File: src/rtl/mul32_seq_pkg.sv
// Shared types and constants for the sequential 32x32 multiplier.
//   state_e      : control FSM states
//   HALF         : operand half width fed to the mult18 primitive
//   StepShift    : left shift applied to each step's partial product
//   pp_align()   : places a 32-bit partial product at its step's weight
package mul32_seq_pkg;

    typedef enum logic [1:0] {
        StIdle,
        StMul,
        StFix,
        StDone
    } state_e;

    localparam int unsigned HALF = 16;

    // Step k multiplies {aL*bL, aL*bH, aH*bL, aH*bH}.
    localparam int unsigned StepShift [4] = '{0, 16, 16, 32};

    function automatic logic [63:0] pp_align(input logic [31:0] pp, input logic [1:0] step);
        logic [63:0] wide;
        wide = {32'b0, pp};
        return wide << StepShift[step];
    endfunction

endpackage

File: src/rtl/mul32_seq_mult18.sv
// 18x18 -> 36 unsigned multiplier primitive.
//   a_i, b_i : 18-bit unsigned operands
//   p_o      : 36-bit unsigned product
module mul32_seq_mult18 (
    input  logic [17:0] a_i,
    input  logic [17:0] b_i,
    output logic [35:0] p_o
);

    assign p_o = 36'(a_i) * 36'(b_i);

endmodule

File: src/rtl/mul32_seq.sv
// Multi-cycle 32x32 -> 64 multiplier built around one mult18 primitive.
// Four multiply steps accumulate 16x16 partial products, then one fix-up step
// applies the two's complement correction to the upper word.
//   clk, rst_n               : clock, async active-low reset
//   in_valid/in_ready        : operand handshake (in_ready only in idle)
//   in_a, in_b               : operands
//   in_a_signed, in_b_signed : per-operand two's complement flags
//   out_valid/out_ready      : result handshake
//   out_prod                 : 64-bit product, mod 2^64
//   busy                     : operation in flight
module mul32_seq
    import mul32_seq_pkg::*;
#(
    parameter int unsigned PIPE_MULT = 0
) (
    input  logic        clk,
    input  logic        rst_n,
    input  logic        in_valid,
    output logic        in_ready,
    input  logic [31:0] in_a,
    input  logic [31:0] in_b,
    input  logic        in_a_signed,
    input  logic        in_b_signed,
    output logic        out_valid,
    input  logic        out_ready,
    output logic [63:0] out_prod,
    output logic        busy
);

    state_e      state_q, state_d;
    logic [1:0]  step_q, step_d;
    logic [63:0] acc_q, acc_d;
    logic [31:0] a_q, b_q;
    logic        sa_q, sb_q;
    logic        load;

    // Operand-half select: step[1] picks the a half, step[0] the b half.
    logic [HALF-1:0] op_a, op_b;
    assign op_a = step_q[1] ? a_q[31:16] : a_q[15:0];
    assign op_b = step_q[0] ? b_q[31:16] : b_q[15:0];

    logic [35:0] prod;
    mul32_seq_mult18 u_mult18 (
        .a_i ({2'b00, op_a}),
        .b_i ({2'b00, op_b}),
        .p_o (prod)
    );

    // Upper product bits are structurally zero for 16-bit operands.
    logic unused_prod_hi;
    assign unused_prod_hi = ^prod[35:32];

    logic [31:0] acc_pp;
    logic [1:0]  acc_step;
    logic        acc_en;
    logic        mul_last;

    if (PIPE_MULT != 0) begin : g_pipe
        logic [31:0] pp_q;
        logic [1:0]  pp_step_q;
        logic        pp_vld_q;

        always_ff @(posedge clk or negedge rst_n) begin
            if (!rst_n) begin
                pp_q      <= '0;
                pp_step_q <= '0;
                pp_vld_q  <= 1'b0;
            end else begin
                pp_q      <= prod[31:0];
                pp_step_q <= step_q;
                // Stop issuing once the last registered product is being consumed.
                pp_vld_q  <= (state_q == StMul) && !mul_last;
            end
        end

        assign acc_pp   = pp_q;
        assign acc_step = pp_step_q;
        assign acc_en   = pp_vld_q;
        assign mul_last = pp_vld_q && (pp_step_q == 2'd3);
    end else begin : g_nopipe
        assign acc_pp   = prod[31:0];
        assign acc_step = step_q;
        assign acc_en   = 1'b1;
        assign mul_last = (step_q == 2'd3);
    end

    // 64-bit accumulate; the carry out of bit 63 is dropped.
    logic [63:0] acc_sum;
    assign acc_sum = acc_q + pp_align(acc_pp, acc_step);

    // Signed correction for the upper word of the unsigned product.
    logic [31:0] corr;
    assign corr = ((sa_q && a_q[31]) ? b_q : 32'd0) + ((sb_q && b_q[31]) ? a_q : 32'd0);

    always_comb begin
        state_d = state_q;
        step_d  = step_q;
        acc_d   = acc_q;
        load    = 1'b0;
        unique case (state_q)
            StIdle: begin
                if (in_valid) begin
                    state_d = StMul;
                    step_d  = 2'd0;
                    acc_d   = '0;
                    load    = 1'b1;
                end
            end
            StMul: begin
                step_d = step_q + 2'd1;
                if (acc_en) begin
                    acc_d = acc_sum;
                end
                if (mul_last) begin
                    state_d = StFix;
                end
            end
            StFix: begin
                acc_d   = {acc_q[63:32] - corr, acc_q[31:0]};
                state_d = StDone;
            end
            StDone: begin
                if (out_ready) begin
                    state_d = StIdle;
                end
            end
            default: state_d = StIdle;
        endcase
    end

    always_ff @(posedge clk or negedge rst_n) begin
        if (!rst_n) begin
            state_q <= StIdle;
            step_q  <= '0;
            acc_q   <= '0;
            a_q     <= '0;
            b_q     <= '0;
            sa_q    <= 1'b0;
            sb_q    <= 1'b0;
        end else begin
            state_q <= state_d;
            step_q  <= step_d;
            acc_q   <= acc_d;
            if (load) begin
                a_q  <= in_a;
                b_q  <= in_b;
                sa_q <= in_a_signed;
                sb_q <= in_b_signed;
            end
        end
    end

    assign in_ready  = (state_q == StIdle);
    assign out_valid = (state_q == StDone);
    assign out_prod  = out_valid ? acc_q : 64'd0;
    assign busy      = (state_q != StIdle);

endmodule

File: config.mk
export PLATFORM = sky130hd
export DESIGN_NAME = mul32_seq
export DESIGN_NICKNAME = d
export VERILOG_FILES = /design/src/rtl/mul32_seq_pkg.sv /design/src/rtl/mul32_seq_mult18.sv /design/src/rtl/mul32_seq.sv
export SDC_FILE = /design/constraint.sdc
export NUM_CORES = 1
export LEC_CHECK = 0
export CAP_MARGIN = 20
export CORE_AREA = 8 8 255 257
export CTS_BUF_LIST = sky130_fd_sc_hd__clkbuf_8
export DETAILED_ROUTE_END_ITERATION = 16
export DIE_AREA = 0 0 263 265
export GPL_ROUTABILITY_DRIVEN = 0
export PLACE_DENSITY = 0.62
export SLEW_MARGIN = 20
export SYNTH_ARGS = -nofsm -noshare
export SYNTH_HDL_FRONTEND = slang
export SYNTH_SLANG_ARGS = --single-unit
File: constraint.sdc
create_clock -name clk -period 10.4 [get_ports clk]
set_input_delay 3.12 -clock clk [delete_from_list [all_inputs] [get_ports clk]]
set_output_delay 3.12 -clock clk [all_outputs]
set_load 0.005 [all_outputs]
==> results.txt, run 1 <==
H-tree Lvls - 4
Max Clk Rate - 0.1022 GHz
Post-route clock period utilization - 0.9409
CP Class - reg -> reg
Syn-to-layout area delta - 12.49%
Routed Antenna Nets - 0
Num rows - 91
Mapped cell area - 21,120 sq um
Setup bufs post-CTS - 0
GRT Total Usage - 0.2061
Worst slew pin tran - 1011 ps
Setup Total Neg Slack - 0 ps
CP max stage delay - 560 ps
Most numerous cell in the Yosys netlist - nand2_1
Router iterations before antenna repair - 6
Placed Area - 23,320 sq um
Post-Synth XOR/XNOR Area - 0.04752
Yosys warns - 0
Post-synthesis adder-cell area fraction - 0.3363
Post-synth ARST share - 1.000
Max Cap Violations - 0
Clk_lat worst skew - 570 ps
Initial antenna violation count - 2
DRC Markers - 0
Via Count - 18,512
Most frequent CP cell - fa_1
Final wirelength - 71.88 mm
Inserted Clock Buffers - 17
Resized cells post-CTS - 0
Final Skew - 18.72 ps
Core Region - 61,030 sq um
Hold buffer count at CTS - 0
Final core utilization - 0.3892
Synth cell count leaders - nand2_1, inv_1, fa_1
Status - completed
Layout net count - 3,004
Starting density of the core - 0.3460
Worst slew margin - 0.3238
Number of synthesized register bits - 134
Sink Count - 134
EDFF count, synth - 0
Post-synthesis cell type count - 82
DP Wirelength - 59.05 mm
DR vias/cell - 5.600
Syn Inst Count - 2,417
I/O Buffers - 136
Mux share of post-synthesis cell area - 0.07252
Share of layout cells above drive strength 1 - 0.08111
Kind of capture point of the worst setup path - flop
Max clock buf depth - 2
Critical path peak fanout - 26
Congestion Overflow GR - 0
I/O pin count - 137
Top-area cell type share of the netlist area - 0.2142
Fillers - 6,078
Fin area - 23,760 sq um
Final setup fails - 0
Clk root buf - clkbuf_8
Die area - 69,700 sq um
Crit path buf inv count - 6
Min-delay worst type - reg -> reg
CTS tree - built
Top Family by Delay on Critical Path - compound AO/OA/AOI/OAI gates
Number of global-route vias before repair - 19,067
DRT iter0 DRCs - 1,600
Critical Path Slowest Stage Cell - fa_1
Arrival time of the worst setup path - 10,240 ps
Final period demand of the worst path - 9786 ps
Ys flop type - dfrtp_1
Largest area contributor in the netlist - fa_1
Post-Syn Nets - 2,919
Dominant combinational cell family by area after synthesis - adder cells
Synth Area in Compound Gates - 0.1591
Wire length per cell - 21.74 microns
Die height - 265 microns
RSZ-0062 raised after global routing - false
Synth Area in Simple Gates - 0.1616
Largest net degree at the start of global routing - 72
Fin. max-slew vios - 0
Final Hold Viols - 0
Sequential-to-total area share from yosys stat - 0.1588
CTS clock-pin slew for the worst setup and hold paths - 90 ps
First-pass GRT wire length - 112.8 mm
Die X - 263 microns
Crit start category - flop
Synthesized area per cell - 8.737 sq um
Synth top area cells - fa_1, dfrtp_1, ha_1
Req. time, crit path - 10,850 ps
-- cell type report --
| type | count | area [sq um] | area share |
|---|---|---|---|
| timing repair buffer | 163 | 1582 | 0.06658 |
| tap | 790 | 988.4 | 0.04161 |
| sequential | 134 | 3353 | 0.1412 |
| clock inverter | 15 | 178.9 | 0.007532 |
| multi-input combinational | 1924 | 16430 | 0.6918 |
| clock buffer | 17 | 234.0 | 0.009849 |
| inverter | 262 | 983.4 | 0.04140 |
| antenna | 1 | 2.502 | 0.0001053 |
-- flip-flops by register name, indices dropped and copies added, names as in the netlist --
register  count
sb_q          1
acc_q        64
state_q       2
b_q          32
acc_step      2
a_q          32
sa_q          1
-- cells in the final DEF, fill, tap and decap left out, types with 7 or more instances in the layout --
cell             instances
a21o_1                  73
a21oi_1                114
a21oi_2                  7
a22o_1                  36
a22oi_1                  8
a31oi_1                 13
and2_1                  94
and3_1                  10
buf_4                   25
clkbuf_8                17
clkdlybuf4s50_1        135
dfrtp_1                134
fa_1                   226
ha_1                   205
inv_1                  259
mux2_2                  96
mux2i_1                 41
nand2_1                297
nand2b_1                18
nand3_1                 26
nand4_1                 31
nor2_1                 216
nor2b_1                 16
nor3_1                  15
o21a_1                  12
o21ai_0                 71
o21ai_1                 23
o21bai_1                28
o221ai_1                13
o22ai_1                 11
o31ai_1                  7
or2_2                    8
xnor2_1                 56
xor2_1                  56
-- logic make-up (layout without fill, tap and decap cells) --
family	Yosys count	in the layout
compound gates	484	484
xor+xnor	113	113
fa+ha+maj	432	432
buf+inv	359	457
flops	134	134
mux	141	141
other cells	0	1
simple gates	754	754
-- stage by stage --
stage,worst slack [ps],std cells,hold slack [ps]
detailed placement,673.0,3273,523.1
CTS,609.3,3305,542.6
finish,614.3,3306,535.7
floorplan,962.5,2417,486.3
global placement,870.3,3273,533.9
global route,9.312,3306,575.1
-- final timing paths --
kind                        startpoint         to  slack (ps)  depth (start not counted)
max                        acc_step[0]  acc_q[61]         610                         38
min reg2reg                  acc_q[19]  acc_q[19]         540                          1
min                          acc_q[19]  acc_q[19]         540                          1
max in group asynchronous        rst_n    b_q[28]        6510                          2
max reg2reg                acc_step[0]  acc_q[61]         610                         38
min in group asynchronous        rst_n  acc_q[55]        2520                          1
-- per-layer routing --
metal	share of wire	routed length, microns	up-vias	track usage
met5	0.00013	9	-	0
met4	0.039	2773	2	0.08595
met3	0.096	6866	155	0.05365
met2	0.44	31290	885	0.3117
met1	0.43	30940	9165	0.2778
li1	-	-	8305	-
Power of run 1 is not shown: default switching activity piles up to over one toggle a cycle in this logic, so the estimate is an artifact.
==> inputs of run 2 (changes only) <==
- CTS_BUF_LIST: sky130_fd_sc_hd__clkbuf_8 -> sky130_fd_sc_hd__clkbuf_16
==> results.txt, run 2 (synthesized netlist as in run 1, its figures left out) <==
Sink Count - 134
Max Cap Violations - 0
Commonest non-fill, non-tap cell in the layout - nand2_1
Routed Antenna Nets - 0
Final period demand of the worst path - 9792 ps
Place WS - 673.0 ps
H-tree Lvls - 4
CP Class - reg -> reg
Die area - 69,700 sq um
Max clock buf depth - 2
Status - completed
RSZ-0062 raised after global routing - false
Multi-input gate area - 16,430 sq um
CTS tree - built
Worst r2r src - acc_step[0]
Final wirelength - 71.98 mm
Syn-to-layout area delta - 13.38%
Via Count - 18,537
Layout net count - 3,004
Max Clk Rate - 0.1021 GHz
Hold path start - acc_q[19]
Congestion Overflow GR - 0
Router iterations before antenna repair - 5
Critical Path Slowest Stage Cell - fa_1
I/O pin count - 137
Req. time, crit path - 10,760 ps
Final Hold Viols - 0
Number of global-route vias before repair - 19,088
Final setup fails - 0
Critical path peak fanout - 26
Initial antenna violation count - 0
Wire length per cell - 21.78 microns
Clk root buf - clkbuf_16
DP Wirelength - 59.05 mm
Largest net degree at the start of global routing - 72
Final Skew - 15.01 ps
Post-route clock period utilization - 0.9415
Hold buffer count at CTS - 0
Die height - 265 microns
CP Launch Point - acc_step[0]
I/O Buffers - 136
Placed Area - 23,320 sq um
Starting density of the core - 0.3460
Fillers - 6,054
Max reg flops - 64
Crit start category - flop
Most frequent CP cell - fa_1
Fin area - 23,940 sq um
GRT Total Usage - 0.2059
DR vias/cell - 5.609
Setup bufs post-CTS - 0
Inserted Clock Buffers - 17
DRT iter0 DRCs - 1,707
Regs by FF count - acc_q x64, a_q x32, b_q x32
Fin. max-slew vios - 0
First-pass GRT wire length - 112.9 mm
Setup Total Neg Slack - 0 ps
Final Non-Filler Cells - 3,305
CTS clock-pin slew for the worst setup and hold paths - 70 ps
Share of layout cells above drive strength 1 - 0.08111
DRC Markers - 0
Kind of capture point of the worst setup path - flop
Placed cell count - 3,273
Ant diodes - 0
Min-delay worst type - reg -> reg
Resized cells post-CTS - 0
Clk_lat worst skew - 480 ps
Arrival time of the worst setup path - 10,150 ps
Most frequent cells in the layout - nand2_1, inv_1, fa_1, nor2_1, ha_1
Most flops, register - acc_q
Worst slew margin - 0.3224
Final setup margin - 608.2 ps
Die X - 263 microns
Worst slew pin tran - 1014 ps
Register area - 3353 sq um
Num rows - 91
Core Region - 61,030 sq um
CP max stage delay - 560 ps
## run 2: cell types whose count changed in the layout (fill, tap and decap cells not counted)
| cell | delta |
|---|---|
| clkbuf_8 | -17 |
| diode_2 | -1 |
| clkbuf_16 | +17 |
## run 2: per-layer routing
metal	global-route usage	up-vias	routed length [microns]
met5	0	-	0
met4	0.08311	0	2862
met3	0.05272	151	6771
met2	0.3128	878	31420
met1	0.2781	9198	30920
li1	-	8310	-
## run 2: final timing paths
kind | endpoint | slack, ps | cells past startpoint
worst max-delay path | acc_q[61] | 610 | 38
worst min-delay path | acc_q[19] | 540 | 1
worst max register to register | acc_q[61] | 610 | 38
worst min register to register | acc_q[19] | 540 | 1
max in group asynchronous | b_q[28] | 6420 | 2
min in group asynchronous | acc_q[55] | 2620 | 1
## run 2: final cells by class
| cell class | count | share of cell area |
|---|---|---|
| sequential | 134 | 0.1400 |
| clock inverter | 15 | 0.007472 |
| inverter | 262 | 0.04107 |
| timing repair buffer | 163 | 0.06605 |
| clock buffer | 17 | 0.01777 |
| tap | 790 | 0.04128 |
| multi-input combinational | 1924 | 0.6863 |
## run 2: through the flow
step                      utilization  hold WS (ps)
after floorplan                     -         486.3
after global placement         0.3821         533.9
after detailed placement       0.3821         523.1
after CTS                      0.3920         537.0
after global routing           0.3923         569.5
final                          0.3923         535.9
## run 2: critical path, delay by kind of cell, from the launching register on
| family | cells | cell delay, ps |
|---|---|---|
| AO/OA/AOI/OAI | 17 | 3840 |
| adder cells (fa/ha/maj) | 8 | 3470 |
| buffers and inverters | 6 | 770 |
| AND/OR/NAND/NOR | 5 | 660 |
| flip-flops | 1 | 470 |
| multiplexers | 1 | 240 |
| XOR/XNOR | 1 | 170 |
Power of run 2 is left out for the same reason.
==> inputs of run 3 (changes only) <==
- CORE_AREA: 8 8 255 257 -> 4 4 251 253
- DIE_AREA: 0 0 263 265 -> 0 0 255 257
- TNS_END_PERCENT: unset -> 1
- clock period: 10.4 -> 11.5 ns (I/O delays scaled with it)
==> results.txt, run 3 (synthesized netlist as in run 1, its figures left out) <==
I/O Buffers - 136
Final setup fails - 0
CTS tree - built
DR vias/cell - 5.689
Regs by FF count - acc_q x64, a_q x32, b_q x32
Commonest non-fill, non-tap cell in the layout - nand2_1
Congestion Overflow GR - 0
Max Clk Rate - 0.09310 GHz
Most frequent cells in the layout - nand2_1, inv_1, fa_1, nor2_1, ha_1
Number of global-route vias before repair - 18,926
Final Hold Viols - 0
Die height - 257 microns
Final Skew - 12.87 ps
Flop2flop setup slack - 760 ps
H-tree Lvls - 4
Num rows - 91
Arrival time of the worst setup path - 11,110 ps
CTS clock-pin slew for the worst setup and hold paths - 70 ps
Fin. max-slew vios - 0
Most frequent CP cell - fa_1
Inserted Clock Buffers - 17
Router iterations before antenna repair - 6
Sink Count - 134
Final period demand of the worst path - 10,740 ps
Starting density of the core - 0.3460
Number of cells on the worst hold path - 1
Largest net degree at the start of global routing - 84
R2r worst-path depth - 36
Most flops, register - acc_q
Max Cap Violations - 0
Final wirelength - 73.59 mm
Multi-input gate area - 16,430 sq um
RSZ-0062 raised after global routing - false
I/O pin count - 137
Req. time, crit path - 11,870 ps
CP max stage delay - 1010 ps
Critical path peak fanout - 19
Routed Antenna Nets - 0
Syn-to-layout area delta - 13.03%
Setup bufs post-CTS - 0
R2r endpoint - acc_q[37]
Core Region - 61,030 sq um
Register area - 3353 sq um
Layout net count - 2,997
Worst r2r src - acc_step[1]
Post-route clock period utilization - 0.9340
Clk_lat worst skew - 480 ps
Hold buffer count at CTS - 0
First-pass GRT wire length - 112.4 mm
Worst slew margin - 0.2201
DP Wirelength - 59.33 mm
Critical Path Slowest Stage Cell - mux2i_1
Min-delay worst type - reg -> reg
Via Count - 18,761
CP Class - reg -> reg
Crit start category - flop
Hold path start - acc_q[21]
Ant diodes - 0
Wire length per cell - 22.31 microns
CP Launch Point - acc_step[1]
Initial antenna violation count - 1
Fillers - 6,070
Max clock buf depth - 2
Hold EP - acc_q[21]
Resized cells post-CTS - 0
Worst slew pin tran - 1137 ps
Setup Total Neg Slack - 0 ps
Clk root buf - clkbuf_16
Max reg flops - 64
DRC Markers - 0
Status - completed
DRT iter0 DRCs - 1,709
GRT Total Usage - 0.2236
Kind of capture point of the worst setup path - flop
Die X - 255 microns
Die area - 65,540 sq um
Share of layout cells above drive strength 1 - 0.07695
-- run 3: layer usage --
metal | routed length (microns) | global-route usage
met2 | 31590 | 0.3370
met3 | 6564 | 0.04488
met1 | 31740 | 0.3120
met5 | 0 | 0
met4 | 3694 | 0.09685
-- run 3: cell type report --
type	count	share of cell area
Multi-Input combinational cell	1924	0.6883
Clock buffer	17	0.01782
Clock inverter	15	0.007391
Timing Repair Buffer	156	0.06337
Tap cell	790	0.04141
Sequential cell	134	0.1405
Inverter	262	0.04120
-- run 3: stage by stage --
step	hold WS (ps)	worst slack, ps	utilization	area [sq um]	instances
6_report	546.8	759.3	0.3911	23870	3298
5_1_grt	574.4	296.5	0.3911	23870	3298
3_5_place_dp	527.6	948.9	0.3812	23260	3266
3_3_place_gp	527.9	908.8	0.3812	23260	3266
2_1_floorplan	486.3	2062	-	21120	2417
4_1_cts	546.5	832.1	0.3911	23870	3298
-- run 3: worst max-delay path, delay by kind of cell, from the launching register on --
kind	cells	cell delay, ps
and+or+nand+nor	7	1280
DFF	1	920
buffers and inverters	4	220
xor gates and xnor gates	2	520
muxes	1	1010
AOI/OAI and AO/OA	14	2750
adders and majority gates	8	3940
-- run 3: worst max-delay path by stage --
stage | endpoint
final | acc_q[37]
after global routing | acc_q[60]
after CTS | acc_q[60]
after detailed placement | acc_q[37]
after global placement | acc_q[60]
after floorplan | acc_q[61]
Power of run 3 is left out for the same reason.
